### src/rtl/sgmii_rx_sync_pkg.sv
// Shared constants and types for the SGMII receive synchroniser.
package sgmii_pcs_pkg;

    localparam logic [7:0] K28_5        = 8'hBC;
    localparam logic [1:0] GOOD_CGS_MAX = 2'd3;

    // Synchronisation states; LOS must stay at encoding 0.
    typedef enum logic [2:0] {
        ST_LOS  = 3'd0,
        ST_ACQ1 = 3'd1,
        ST_ACQ2 = 3'd2,
        ST_SA1  = 3'd3,
        ST_SA2  = 3'd4,
        ST_SA3  = 3'd5,
        ST_SA4  = 3'd6
    } sync_state_e;

    // Bit-slip sequencer phases.
    typedef enum logic [1:0] {
        SLIP_IDLE  = 2'd0,
        SLIP_PULSE = 2'd1,
        SLIP_BLANK = 2'd2
    } slip_phase_e;

    // A comma is an error-free K28.5.
    function automatic logic is_comma(input logic [7:0] cg, input logic ctrl, input logic inv);
        return (cg == K28_5) && ctrl && !inv;
    endfunction

endpackage

### src/rtl/sgmii_rx_sync_if.sv
// Code-group bus between the SERDES/decoder wrapper, the synchroniser and the PCS.
interface sgmii_rx_sync_if;

    logic [7:0] i8_RxCodeGroup;
    logic       i_RxCodeCtrl;
    logic       i_RxCodeInvalid;
    logic       o_RxBitSlip;
    logic [7:0] o8_RxCodeGroup;
    logic       o_RxCodeCtrl;
    logic       o_RxCodeInvalid;
    logic       o_RxEven;
    logic       o_SyncStatus;
    logic [3:0] o4_SlipCnt;

    // Upstream side: supplies decoded code groups, observes the synchroniser.
    modport master (
        output i8_RxCodeGroup, i_RxCodeCtrl, i_RxCodeInvalid,
        input  o_RxBitSlip, o8_RxCodeGroup, o_RxCodeCtrl, o_RxCodeInvalid,
        input  o_RxEven, o_SyncStatus, o4_SlipCnt
    );

    // Synchroniser side.
    modport slave (
        input  i8_RxCodeGroup, i_RxCodeCtrl, i_RxCodeInvalid,
        output o_RxBitSlip, o8_RxCodeGroup, o_RxCodeCtrl, o_RxCodeInvalid,
        output o_RxEven, o_SyncStatus, o4_SlipCnt
    );

endinterface

### src/rtl/sgmii_rx_sync_bitslip_ctrl.sv
// Comma search timer and bit-slip pulse/blanking sequencer with a modulo-10 slip count.
module lvds_bitslip_ctrl
    import sgmii_pcs_pkg::*;
#(
    parameter int unsigned SEARCH_WIN = 64,
    parameter int unsigned SLIP_HIGH  = 2,
    parameter int unsigned SLIP_WAIT  = 8
) (
    input  logic       clk_i,
    input  logic       rst_ni,
    input  logic       en_i,
    input  logic       comma_i,
    output logic       slip_o,
    output logic       busy_o,
    output logic [3:0] slip_cnt_o
);

    logic [9:0]  search_q, search_d;
    logic [5:0]  timer_q, timer_d;
    slip_phase_e phase_q, phase_d;
    logic        slip_q, slip_d;
    logic [3:0]  cnt_q, cnt_d;

    // Search timing and slip sequencing; disable aborts everything except the slip count.
    always_comb begin
        search_d = search_q;
        timer_d  = timer_q;
        phase_d  = phase_q;
        slip_d   = slip_q;
        cnt_d    = cnt_q;
        if (!en_i) begin
            search_d = '0;
            timer_d  = '0;
            phase_d  = SLIP_IDLE;
            slip_d   = 1'b0;
        end else begin
            unique case (phase_q)
                SLIP_IDLE: begin
                    if (comma_i) begin
                        search_d = '0;
                    end else if (search_q == 10'(SEARCH_WIN - 1)) begin
                        search_d = '0;
                        phase_d  = SLIP_PULSE;
                        timer_d  = 6'(SLIP_HIGH - 1);
                        slip_d   = 1'b1;
                        cnt_d    = (cnt_q == 4'd9) ? '0 : cnt_q + 4'd1;
                    end else begin
                        search_d = search_q + 10'd1;
                    end
                end
                SLIP_PULSE: begin
                    if (timer_q == '0) begin
                        phase_d = SLIP_BLANK;
                        timer_d = 6'(SLIP_WAIT - 1);
                        slip_d  = 1'b0;
                    end else begin
                        timer_d = timer_q - 6'd1;
                    end
                end
                SLIP_BLANK: begin
                    if (timer_q == '0) begin
                        phase_d  = SLIP_IDLE;
                        search_d = '0;
                    end else begin
                        timer_d = timer_q - 6'd1;
                    end
                end
                default: begin
                    phase_d = SLIP_IDLE;
                    slip_d  = 1'b0;
                end
            endcase
        end
    end

    // Sequencer registers.
    always_ff @(posedge clk_i or negedge rst_ni) begin
        if (!rst_ni) begin
            search_q <= '0;
            timer_q  <= '0;
            phase_q  <= SLIP_IDLE;
            slip_q   <= 1'b0;
            cnt_q    <= '0;
        end else begin
            search_q <= search_d;
            timer_q  <= timer_d;
            phase_q  <= phase_d;
            slip_q   <= slip_d;
            cnt_q    <= cnt_d;
        end
    end

    assign slip_o     = slip_q;
    assign busy_o     = (phase_q != SLIP_IDLE);
    assign slip_cnt_o = cnt_q;

endmodule

### src/rtl/sgmii_rx_sync.sv
// SGMII receive code-group synchroniser: comma search with bit-slip, sync FSM, slot parity.
module sgmii_rx_sync
    import sgmii_pcs_pkg::*;
#(
    parameter int unsigned SEARCH_WIN = 64,
    parameter int unsigned SLIP_HIGH  = 2,
    parameter int unsigned SLIP_WAIT  = 8
) (
    input  logic              i_Clk,
    input  logic              i_ARst_L,
    input  logic              i_PllLocked,
    sgmii_rx_sync_if.slave    rx
);

    sync_state_e state_q, state_d;
    logic [1:0]  good_q, good_d;
    logic        even_q;
    logic [7:0]  cg_q;
    logic        ctrl_q, inv_q;
    logic        sync_status;

    logic comma, los, comma_acc, cur_even, cg_bad;
    logic slip_en, slip_busy, slip_pulse;
    logic [3:0] slip_cnt;

    assign comma     = is_comma(rx.i8_RxCodeGroup, rx.i_RxCodeCtrl, rx.i_RxCodeInvalid);
    assign los       = (state_q == ST_LOS);
    // Commas are ignored while a slip pulse or its blanking window is in progress.
    assign comma_acc = los && comma && !slip_busy;
    // An accepted LOS comma pins the slot to even; otherwise parity alternates.
    assign cur_even  = comma_acc || !even_q;
    assign cg_bad    = rx.i_RxCodeInvalid || (comma && !cur_even);
    assign slip_en   = los && i_PllLocked;

    lvds_bitslip_ctrl #(
        .SEARCH_WIN (SEARCH_WIN),
        .SLIP_HIGH  (SLIP_HIGH),
        .SLIP_WAIT  (SLIP_WAIT)
    ) u_slip (
        .clk_i      (i_Clk),
        .rst_ni     (i_ARst_L),
        .en_i       (slip_en),
        .comma_i    (comma),
        .slip_o     (slip_pulse),
        .busy_o     (slip_busy),
        .slip_cnt_o (slip_cnt)
    );

    // State, good-code-group counter and slot parity registers.
    always_ff @(posedge i_Clk or negedge i_ARst_L) begin
        if (!i_ARst_L) begin
            state_q <= ST_LOS;
            good_q  <= '0;
            even_q  <= 1'b0;
        end else begin
            state_q <= state_d;
            good_q  <= good_d;
            even_q  <= cur_even;
        end
    end

    // Next-state logic; a bad code group takes precedence over good_cgs reaching its limit.
    always_comb begin
        state_d = state_q;
        good_d  = good_q;
        if (!i_PllLocked) begin
            state_d = ST_LOS;
            good_d  = '0;
        end else begin
            unique case (state_q)
                ST_LOS:  if (comma_acc) state_d = ST_ACQ1;
                ST_ACQ1: begin
                    if (cg_bad)     state_d = ST_LOS;
                    else if (comma) state_d = ST_ACQ2;
                end
                ST_ACQ2: begin
                    if (cg_bad)     state_d = ST_LOS;
                    else if (comma) state_d = ST_SA1;
                end
                ST_SA1: begin
                    if (cg_bad) begin
                        state_d = ST_SA2;
                        good_d  = '0;
                    end
                end
                ST_SA2, ST_SA3, ST_SA4: begin
                    if (cg_bad) begin
                        good_d  = '0;
                        state_d = (state_q == ST_SA2) ? ST_SA3 :
                                  (state_q == ST_SA3) ? ST_SA4 : ST_LOS;
                    end else if (good_q == GOOD_CGS_MAX) begin
                        good_d  = '0;
                        state_d = (state_q == ST_SA4) ? ST_SA3 :
                                  (state_q == ST_SA3) ? ST_SA2 : ST_SA1;
                    end else begin
                        good_d  = good_q + 2'd1;
                    end
                end
                default: begin
                    state_d = ST_LOS;
                    good_d  = '0;
                end
            endcase
        end
    end

    // Sync flag decoded from the registered state so it lines up with the registered data.
    always_comb begin
        sync_status = 1'b0;
        unique case (state_q)
            ST_SA1, ST_SA2, ST_SA3, ST_SA4: sync_status = 1'b1;
            default:                        sync_status = 1'b0;
        endcase
    end

    // One-cycle data pipeline to the PCS.
    always_ff @(posedge i_Clk or negedge i_ARst_L) begin
        if (!i_ARst_L) begin
            cg_q   <= '0;
            ctrl_q <= 1'b0;
            inv_q  <= 1'b0;
        end else begin
            cg_q   <= rx.i8_RxCodeGroup;
            ctrl_q <= rx.i_RxCodeCtrl;
            inv_q  <= rx.i_RxCodeInvalid;
        end
    end

    assign rx.o8_RxCodeGroup  = cg_q;
    assign rx.o_RxCodeCtrl    = ctrl_q;
    assign rx.o_RxCodeInvalid = inv_q;
    assign rx.o_RxEven        = even_q;
    assign rx.o_SyncStatus    = sync_status;
    assign rx.o_RxBitSlip     = slip_pulse;
    assign rx.o4_SlipCnt      = slip_cnt;

endmodule
### src/flat_wrapper.sv
// flat-port wrapper written by rule: the top's interface ports become plain ports
module sgmii_rx_sync_flat import sgmii_pcs_pkg::*;
#(
    parameter int unsigned SEARCH_WIN = 64,
    parameter int unsigned SLIP_HIGH  = 2,
    parameter int unsigned SLIP_WAIT  = 8
)
  (i_Clk, i_ARst_L, i_PllLocked, rx_i8_RxCodeGroup, rx_i_RxCodeCtrl, rx_i_RxCodeInvalid, rx_o_RxBitSlip, rx_o8_RxCodeGroup, rx_o_RxCodeCtrl, rx_o_RxCodeInvalid, rx_o_RxEven, rx_o_SyncStatus, rx_o4_SlipCnt);
  sgmii_rx_sync_if rx_i ();
  input  logic i_Clk;
  input  logic i_ARst_L;
  input  logic i_PllLocked;
  input wire logic [$bits(rx_i.i8_RxCodeGroup)-1:0] rx_i8_RxCodeGroup;
  input wire logic [$bits(rx_i.i_RxCodeCtrl)-1:0] rx_i_RxCodeCtrl;
  input wire logic [$bits(rx_i.i_RxCodeInvalid)-1:0] rx_i_RxCodeInvalid;
  output wire logic [$bits(rx_i.o_RxBitSlip)-1:0] rx_o_RxBitSlip;
  output wire logic [$bits(rx_i.o8_RxCodeGroup)-1:0] rx_o8_RxCodeGroup;
  output wire logic [$bits(rx_i.o_RxCodeCtrl)-1:0] rx_o_RxCodeCtrl;
  output wire logic [$bits(rx_i.o_RxCodeInvalid)-1:0] rx_o_RxCodeInvalid;
  output wire logic [$bits(rx_i.o_RxEven)-1:0] rx_o_RxEven;
  output wire logic [$bits(rx_i.o_SyncStatus)-1:0] rx_o_SyncStatus;
  output wire logic [$bits(rx_i.o4_SlipCnt)-1:0] rx_o4_SlipCnt;
  assign rx_i.i8_RxCodeGroup = rx_i8_RxCodeGroup;
  assign rx_i.i_RxCodeCtrl = rx_i_RxCodeCtrl;
  assign rx_i.i_RxCodeInvalid = rx_i_RxCodeInvalid;
  assign rx_o_RxBitSlip = rx_i.o_RxBitSlip;
  assign rx_o8_RxCodeGroup = rx_i.o8_RxCodeGroup;
  assign rx_o_RxCodeCtrl = rx_i.o_RxCodeCtrl;
  assign rx_o_RxCodeInvalid = rx_i.o_RxCodeInvalid;
  assign rx_o_RxEven = rx_i.o_RxEven;
  assign rx_o_SyncStatus = rx_i.o_SyncStatus;
  assign rx_o4_SlipCnt = rx_i.o4_SlipCnt;
  sgmii_rx_sync #(.SEARCH_WIN(SEARCH_WIN), .SLIP_HIGH(SLIP_HIGH), .SLIP_WAIT(SLIP_WAIT)) u_core (.i_Clk(i_Clk), .i_ARst_L(i_ARst_L), .i_PllLocked(i_PllLocked), .rx(rx_i));
endmodule
### config.mk
export PLATFORM = sky130hd
export DESIGN_NAME = sgmii_rx_sync_flat
export DESIGN_NICKNAME = d
export VERILOG_FILES = /design/src/rtl/sgmii_rx_sync_pkg.sv /design/src/rtl/sgmii_rx_sync_if.sv /design/src/rtl/sgmii_rx_sync_bitslip_ctrl.sv /design/src/rtl/sgmii_rx_sync.sv /design/src/flat_wrapper.sv
export SDC_FILE = /design/constraint.sdc
export NUM_CORES = 1
export LEC_CHECK = 0
export CAP_MARGIN = 20
export CORE_MARGIN = 2
export CORE_UTILIZATION = 45
export DETAILED_ROUTE_END_ITERATION = 7
export GPL_TIMING_DRIVEN = 0
export PLACE_DENSITY = 0.7
export SLEW_MARGIN = 25
export SYNTH_ARGS = -nofsm -noshare
export SYNTH_HDL_FRONTEND = slang
export SYNTH_SLANG_ARGS = --single-unit
### constraint.sdc
create_clock -name i_Clk -period 4.5 [get_ports i_Clk]
set_input_delay 0.9 -clock i_Clk [delete_from_list [all_inputs] [get_ports i_Clk]]
set_output_delay 0.9 -clock i_Clk [all_outputs]
set_load 0.005 [all_outputs]
==> summary.txt, run 1 <==
Worst setup path
  – Critical path peak fanout: 6
  – Crit path depth: 6
  – FF-to-FF End: u_core.u_slip.timer_q[0]
  – Critical Path, Cell by Cell: clkdlybuf4s50_1, or4b_4, o311ai_1, nor2_1, nor2_1, nor2_1
  – Worst stage delay on the critical path: 570 ps
  – Crit-path most repeated cell: nor2_1
  – R2R Setup Slk: about 2200 ps
  – WP data arrival: just over 3000 ps
  – Crit path max-delay family: simple AND/OR/NAND/NOR gates
  – Start of the worst register-to-register path: u_core.u_slip.phase_q[0]
  – Worst R2R Path Depth: 8
  – WS Path Type: input port to register
  – Crit path launch type: input port
  – Crit end category: register
  – Slowest CP cell: or4b_4
  – CP Buf/Inv Count: 1
  – Critical path required time: around 4700 ps

STA
  – Setup Skew: 2.34 ps
  – Fmax: ~340 MHz
  – Fin crit period: 2930 ps
  – Final Hold Vio Count: 0
  – RSZ-0062 raised after global routing: no
  – Final period util: 0.651
  – Fin. max-slew vios: 0
  – Worst-Margin Slew: roughly 780 ps
  – Setup violators final: 0
  – Fin Setup TNS: 0 ps
  – Rel. slew slack: 0.472

Job
  – Max-Cap Viols: 0

Global route
  – Total GRT Usage: 0.182
  – Via count of the first global-routing pass: 1638
  – GRT Max-Usage Layer: met2
  – GRT Residual Overflow: 0
  – First-pass GRT wire length: 7.53 mm
  – GR Util met2: 0.298
  – Met3 usage: 0.0412
  – Largest net degree at the start of global routing: 29
  – Initial antenna violation count: 0
  – Grt met1 use: 0.235

Clock tree
  – Worst-Skew Late Latency: 280 ps
  – CTS tree: built
  – Root Driver: clkbuf_8
  – Clock transition at path regs: approximately 70 ps
  – Maximum clock insertion buffer count: 2
  – Postcts setup bufs: 0
  – Num CTS Buffers: 5
  – H-tree Lvls: 2
  – CTS Hold Bufs: 0
  – Clock Sinks: 39
  – Post_cts resized: 0

Logic synthesis
  – Top_reg_cell synth: dfrtp_1
  – Post-synthesis mux area share: 0.0156
  – Synth Cell Area: 0.00217 mm^2
  – Asr flop ratio synth: 1.00
  – Syn avg cell area: 10.0 um^2
  – EDFF count, synth: 0
  – Adder and majority cell fraction of the synthesized area: 0.0462
  – Largest family of logic cells by synthesized area: compound AO/OA/AOI/OAI gates
  – Simple-gate portion of the synthesized area: 0.204
  – Cells after synthesis: 216
  – Synth Register Bits: 39
  – Compound-gate portion of the synthesized area: 0.204
  – Syn nets: 237
  – Unique masters post-synth: 51
  – Synth Area in XOR/XNOR: 0.0404
  – Synth Warn #: 0
  – Seq/Total Area, Yosys: 0.450

Drt
  – Antenna viol nets, final: 0
  – Number of DRC violations after detailed-routing iteration 0: 69
  – WL/cell: 14.3 um
  – Routed vias: 1754
  – # DRC: 0
  – DR pass1 iterations: 4
  – Via/cell ratio: 5.69
  – Routed wire length: roughly 4.4 mm

Power and ir drop
  – Peak VDD IR: 0.000189 V
  – Pwr dens: 285 mW/mm^2
  – Leak: 1.10 nW

Worst hold path
  – Hold WC Path Type: input port to asynchronous set/reset pin

Final layout
  – Final Cell Area: 0.00262 mm^2
  – Fraction of layout instances using a drive strength above 1: 0.0945
  – Synth-to-layout area growth: 20.9%
  – Diode count: 0
  – Layout Utilization: 0.559
  – Commonest non-fill, non-tap cell in the layout: dfrtp_1
  – Commonest non-fill, non-tap cells in the layout: 39 x dfrtp_1, 28 x clkdlybuf4s50_1, 15 x nand2_1, 14 x nor2_1, 12 x o21ai_0
  – Final net count: 274

Placed design
  – Placer Congestion: 0.787
  – Placed Area: 0.00254 mm^2
  – Final HPWL DP: 3.31 mm
  – PortBufs: 29

Floorplanning
  – DIE AREA: 0.00539 mm^2
  – Initial core utilization: 0.462
  – # rows: 25
  – Core Region: ~0.0047 mm^2
  – Die Ht: 73.4 um
  – Ports: 30
  – Die Wd: about 73 um

Status
  – Status: complete, no violations
[flip-flops by register name, summed over array words and instances, names as in the netlist, 2 cells and up]
register / flops
u_core.u_slip.phase_q: 2
u_core.good_q: 2
u_core.rx.o8_RxCodeGroup: 8
u_core.u_slip.timer_q: 6
u_core.u_slip.search_q: 10
u_core.state_q: 3
u_core.u_slip.slip_cnt_o: 4
[how the worst max path moves through the flow]
stage / start / to / slack (ps)
floorplan: rx_i_RxCodeInvalid / u_core.u_slip.slip_cnt_o[3] / 1910
global placement: rx_i_RxCodeInvalid / u_core.u_slip.search_q[9] / 1290
detailed placement: rx_i_RxCodeInvalid / u_core.u_slip.search_q[5] / 1240
CTS: rx_i_RxCodeInvalid / u_core.u_slip.search_q[5] / 1560
global route: rx_i_RxCodeInvalid / u_core.u_slip.search_q[3] / 1440
finish: rx_i_RxCodeInvalid / u_core.u_slip.search_q[5] / 1570
[Yosys cell counts (3+ instances only)]
cell | instances | area share
xnor2_1 | 8 | 0.032
a211oi_1 | 6 | 0.021
nor2_1 | 14 | 0.024
o211ai_1 | 3 | 0.010
ha_1 | 8 | 0.046
o21ai_0 | 12 | 0.028
or3_1 | 4 | 0.012
nand3_1 | 10 | 0.023
nand4_1 | 3 | 0.0087
nand3b_1 | 3 | 0.010
inv_1 | 11 | 0.019
or4_1 | 3 | 0.010
nor2b_1 | 7 | 0.020
a21oi_1 | 10 | 0.023
clkbuf_1 | 5 | 0.0087
dfrtp_1 | 39 | 0.45
mux2_2 | 3 | 0.016
a22o_1 | 7 | 0.028
a21boi_0 | 3 | 0.010
nand2_1 | 15 | 0.026
[cell families (layout without fill, tap and decap cells)]
family	after synthesis	in the layout
AO/OA/AOI/OAI	61	61
adder cells (fa/ha/maj)	8	8
buffers and inverters	20	58
multiplexers	3	3
XOR/XNOR	10	10
flip-flops	39	39
AND/OR/NAND/NOR	75	75
[stage by stage]
| step | hold slack (ps) | total power (W) | setup WS [ps] | std cells |
|---|---|---|---|---|
| finish | 492 | 0.000748 | 1570 | 308 |
| floorplan | 458 | 0.000478 | 1910 | 216 |
| global route | 498 | 0.000793 | 1440 | 308 |
| global placement | 487 | 0.000528 | 1290 | 299 |
| CTS | 494 | 0.000756 | 1560 | 308 |
| detailed placement | 491 | 0.000532 | 1240 | 300 |
[cell type report]
cell class / count / area (um^2)
fill: 430 / 2070
multi-input combinational: 157 / 1110
sequential: 39 / 976
timing repair buffer: 30 / 305
clock buffer: 7 / 76.3
tap: 54 / 67.6
buffer: 9 / 43.8
inverter: 11 / 41.3
clock inverter: 1 / 5.00
[power by group]
part	internal (W)	leakage, nW	switching [W]
registers	0.000367	0.517	0.0000134
logic	0.0000668	0.537	0.0000783
clock network	0.000109	0.0422	0.000114
[layer usage]
| layer | vias to the layer above | wire length, um | share of wire |
|---|---|---|---|
| li1 | 873 | - | - |
| met1 | 855 | 2070 | 0.47 |
| met2 | 21 | 2180 | 0.50 |
| met3 | 5 | 103 | 0.023 |
| met4 | 0 | 53 | 0.012 |
| met5 | - | 0 | 0 |
No activity file was read; power rests on OpenSTA's default activity.
==> run 2: changes to the inputs <==
--- a/config.mk
+++ b/config.mk
@@ -10,7 +10,7 @@
 export CORE_UTILIZATION = 45
 export DETAILED_ROUTE_END_ITERATION = 7
 export GPL_TIMING_DRIVEN = 0
-export PLACE_DENSITY = 0.7
+export PLACE_DENSITY = 0.72
 export SLEW_MARGIN = 25
 export SYNTH_ARGS = -nofsm -noshare
 export SYNTH_HDL_FRONTEND = slang
==> constraint.sdc (replaced) <==
create_clock -name i_Clk -period 2.4 [get_ports i_Clk]
set_input_delay 0.48 -clock i_Clk [delete_from_list [all_inputs] [get_ports i_Clk]]
set_output_delay 0.48 -clock i_Clk [all_outputs]
set_load 0.005 [all_outputs]
==> summary.txt, run 2 (synthesis gave the netlist of run 1 again) <==
Floorplanning
  – DIE AREA: 0.00539 mm^2 (unchanged)
  – Core Region: 0.00469 mm^2 (unchanged)
  – Die Wd: 73.4 um (unchanged)
  – Die Ht: 73.4 um (unchanged)
  – Ports: 30 (unchanged)
  – Initial core utilization: 0.462 (unchanged)
  – # rows: 25 (unchanged)

Global route
  – Via count of the first global-routing pass: 1654 (+0.98%)
  – Initial antenna violation count: 0 (unchanged)
  – Total GRT Usage: 0.190 (+0.00870)
  – GRT Residual Overflow: 0 (unchanged)
  – Largest net degree at the start of global routing: 29 (unchanged)
  – First-pass GRT wire length: 7.94 mm (+5.3%)

Final layout
  – Fin cells: 308 (unchanged)
  – Synth-to-layout area growth: 25.3%
  – Biggest register: u_core.u_slip.search_q
  – Max reg flops: 10 (unchanged)
  – Commonest non-fill, non-tap cells in the layout: 38 x dfrtp_1, 25 x clkdlybuf4s50_1, 14 x nand2_1, 12 x o21ai_0, 12 x nor2_1
  – FILL cells: 410 (-4.7%)
  – Fraction of layout instances using a drive strength above 1: 0.157 (+0.0630)
  – Diode count: 0 (unchanged)
  – Commonest non-fill, non-tap cell in the layout: dfrtp_1
  – Final Cell Area: 0.00272 mm^2 (+3.6%)
  – Layout Utilization: 0.579 (+0.0203)
  – Final net count: 274 (unchanged)

Drt
  – # DRC: 0 (unchanged)
  – Number of DRC violations after detailed-routing iteration 0: 112 (+62%)
  – Via/cell ratio: 5.71 (+0.29%)
  – Routed vias: 1759 (+0.29%)
  – WL/cell: 14.7 um (+2.7%)
  – Antenna viol nets, final: 0 (unchanged)
  – Routed wire length: 4.52 mm (+2.7%)
  – DR pass1 iterations: 4 (unchanged)

Worst setup path
  – Critical path peak fanout: 8 (+2)
  – Worst stage delay on the critical path: 490 ps (-80 ps)
  – Slowest CP cell: or4b_4
  – Crit path launch type: input port
  – Crit end category: register
  – CP Buf/Inv Count: 2 (+1)
  – Critical path required time: 2590 ps (-2070 ps)
  – Crit path max-delay family: simple AND/OR/NAND/NOR gates
  – WP data arrival: 2530 ps (-560 ps)
  – WS Path Type: input port to register
  – Critical Path, Cell by Cell: clkdlybuf4s50_1, or4b_4, or3_4, buf_6, and4_4, and4b_1, a221o_1

Clock tree
  – H-tree Lvls: 2 (unchanged)
  – Clock transition at path regs: 80 ps (about the same)
  – CTS tree: built
  – CTS Hold Bufs: 0 (unchanged)
  – Worst-Skew Late Latency: 300 ps (+20 ps)
  – Root Driver: clkbuf_8
  – Num CTS Buffers: 5 (unchanged)
  – Maximum clock insertion buffer count: 2 (unchanged)
  – Clock Sinks: 39 (unchanged)

STA
  – Final period util: 0.975
  – Fmax: ~430 MHz
  – Worst setup margin: 58.8 ps (-1510 ps)
  – Worst-Margin Slew: 521 ps (-260 ps)
  – Final Hold Vio Count: 0 (unchanged)
  – Rel. slew slack: 0.652 (+0.180)
  – Fin. max-slew vios: 0 (unchanged)
  – Fin crit period: 2340 ps
  – Setup violators final: 0 (unchanged)
  – Setup Skew: 10.5 ps (+8.13 ps)

Placed design
  – Final HPWL DP: 3.30 mm (-0.46%)
  – Cell count after placement: 300 (unchanged)
  – Worst slack at placement: -458 ps (-1700 ps)
  – Placed Area: 0.00254 mm^2 (unchanged)
  – Placer Congestion: 0.793 (+0.83%)
  – PortBufs: 29 (unchanged)

Worst hold path
  – Hold WC Path Type: input port to asynchronous set/reset pin

Status
  – Status: complete, no violations

Job
  – Max-Cap Viols: 0 (unchanged)

Power and ir drop
  – Pwr dens: 573 mW/mm^2 (+100%)
  – Peak VDD IR: 0.000231 V (+22%)
  – Total Power: 0.00156 W (+110%)
  – Leak: 1.16 nW (+5.7%)
==> run 2: cell types whose count changed in the layout (fill, tap and decap cells not counted), sizes merged <==
cell           delta
buf               +1
bufinv            +1
clkbuf            -3
clkdlybuf4s50     -3
clkinv            +1
dlymetal6s2s      +3
==> run 2: final timing paths <==
| kind | startpoint | endpoint | slack (ps) | depth (start not counted) |
|---|---|---|---|---|
| max in group asynchronous | i_ARst_L | u_core.u_slip.slip_cnt_o[1] | 1900 | 2 |
| hold / removal | i_ARst_L | u_core.good_q[0] | 50 | 1 |
| hold reg to reg | u_core.good_q[0] | u_core.good_q[0] | 490 | 1 |
| setup / recovery | rx_i8_RxCodeGroup[3] | u_core.u_slip.slip_cnt_o[3] | 60 | 7 |
| setup reg to reg | u_core.u_slip.phase_q[0] | u_core.u_slip.timer_q[0] | 190 | 8 |
| min in group i_Clk | rx_i8_RxCodeGroup[1] | u_core.rx.o8_RxCodeGroup[1] | 320 | 1 |
==> run 2: stage by stage <==
stage	hold WS [ps]	setup TNS, ps
floorplan	184	0
global placement	488	-9350
detailed placement	379	-6920
CTS	45.4	0
global route	45.5	-1.91
finish	49.7	0
==> run 2: what timing repair did <==
item,in CTS,in global routing
pin swaps,0,4
gates resized for setup,3,18
buffers inserted,0,1
setup endpoints to repair,7,21
==> run 2: area by class of cell <==
cell class | count | area, um^2 | share of cell area
Inverter | 11 | 41.3 | 0.0152
Timing Repair Buffer | 31 | 320 | 0.118
Multi-Input combinational cell | 157 | 1150 | 0.424
Tap cell | 54 | 67.6 | 0.0249
Clock inverter | 3 | 43.8 | 0.0161
Sequential cell | 39 | 977 | 0.360
Clock buffer | 5 | 68.8 | 0.0253
Buffer | 8 | 46.3 | 0.0170
==> run 2: report_power, final <==
part | switching [W] | internal, W | total (W)
sequential | 0.0000286 | 0.000687 | 0.000716
clock | 0.000246 | 0.000310 | 0.000555
combinational | 0.000154 | 0.000133 | 0.000287
==> run 2: metal layers <==
layer	vias to the layer above	part of all wire	global-route usage
met4	0	0.020	0.0788
met2	21	0.46	0.279
met1	856	0.50	0.273
li1	873	-	-
met5	-	0	0
met3	9	0.022	0.0412
==> run 3: changes to the inputs <==
--- a/config.mk
+++ b/config.mk
@@ -10,6 +10,7 @@
 export CORE_UTILIZATION = 45
 export DETAILED_ROUTE_END_ITERATION = 7
 export GPL_TIMING_DRIVEN = 0
+export HOLD_SLACK_MARGIN = 0.03
 export PLACE_DENSITY = 0.72
 export SLEW_MARGIN = 25
 export SYNTH_ARGS = -nofsm -noshare
==> results of run 3 <==
No change in the layout: final DEF, timing and power equal those of run 2.
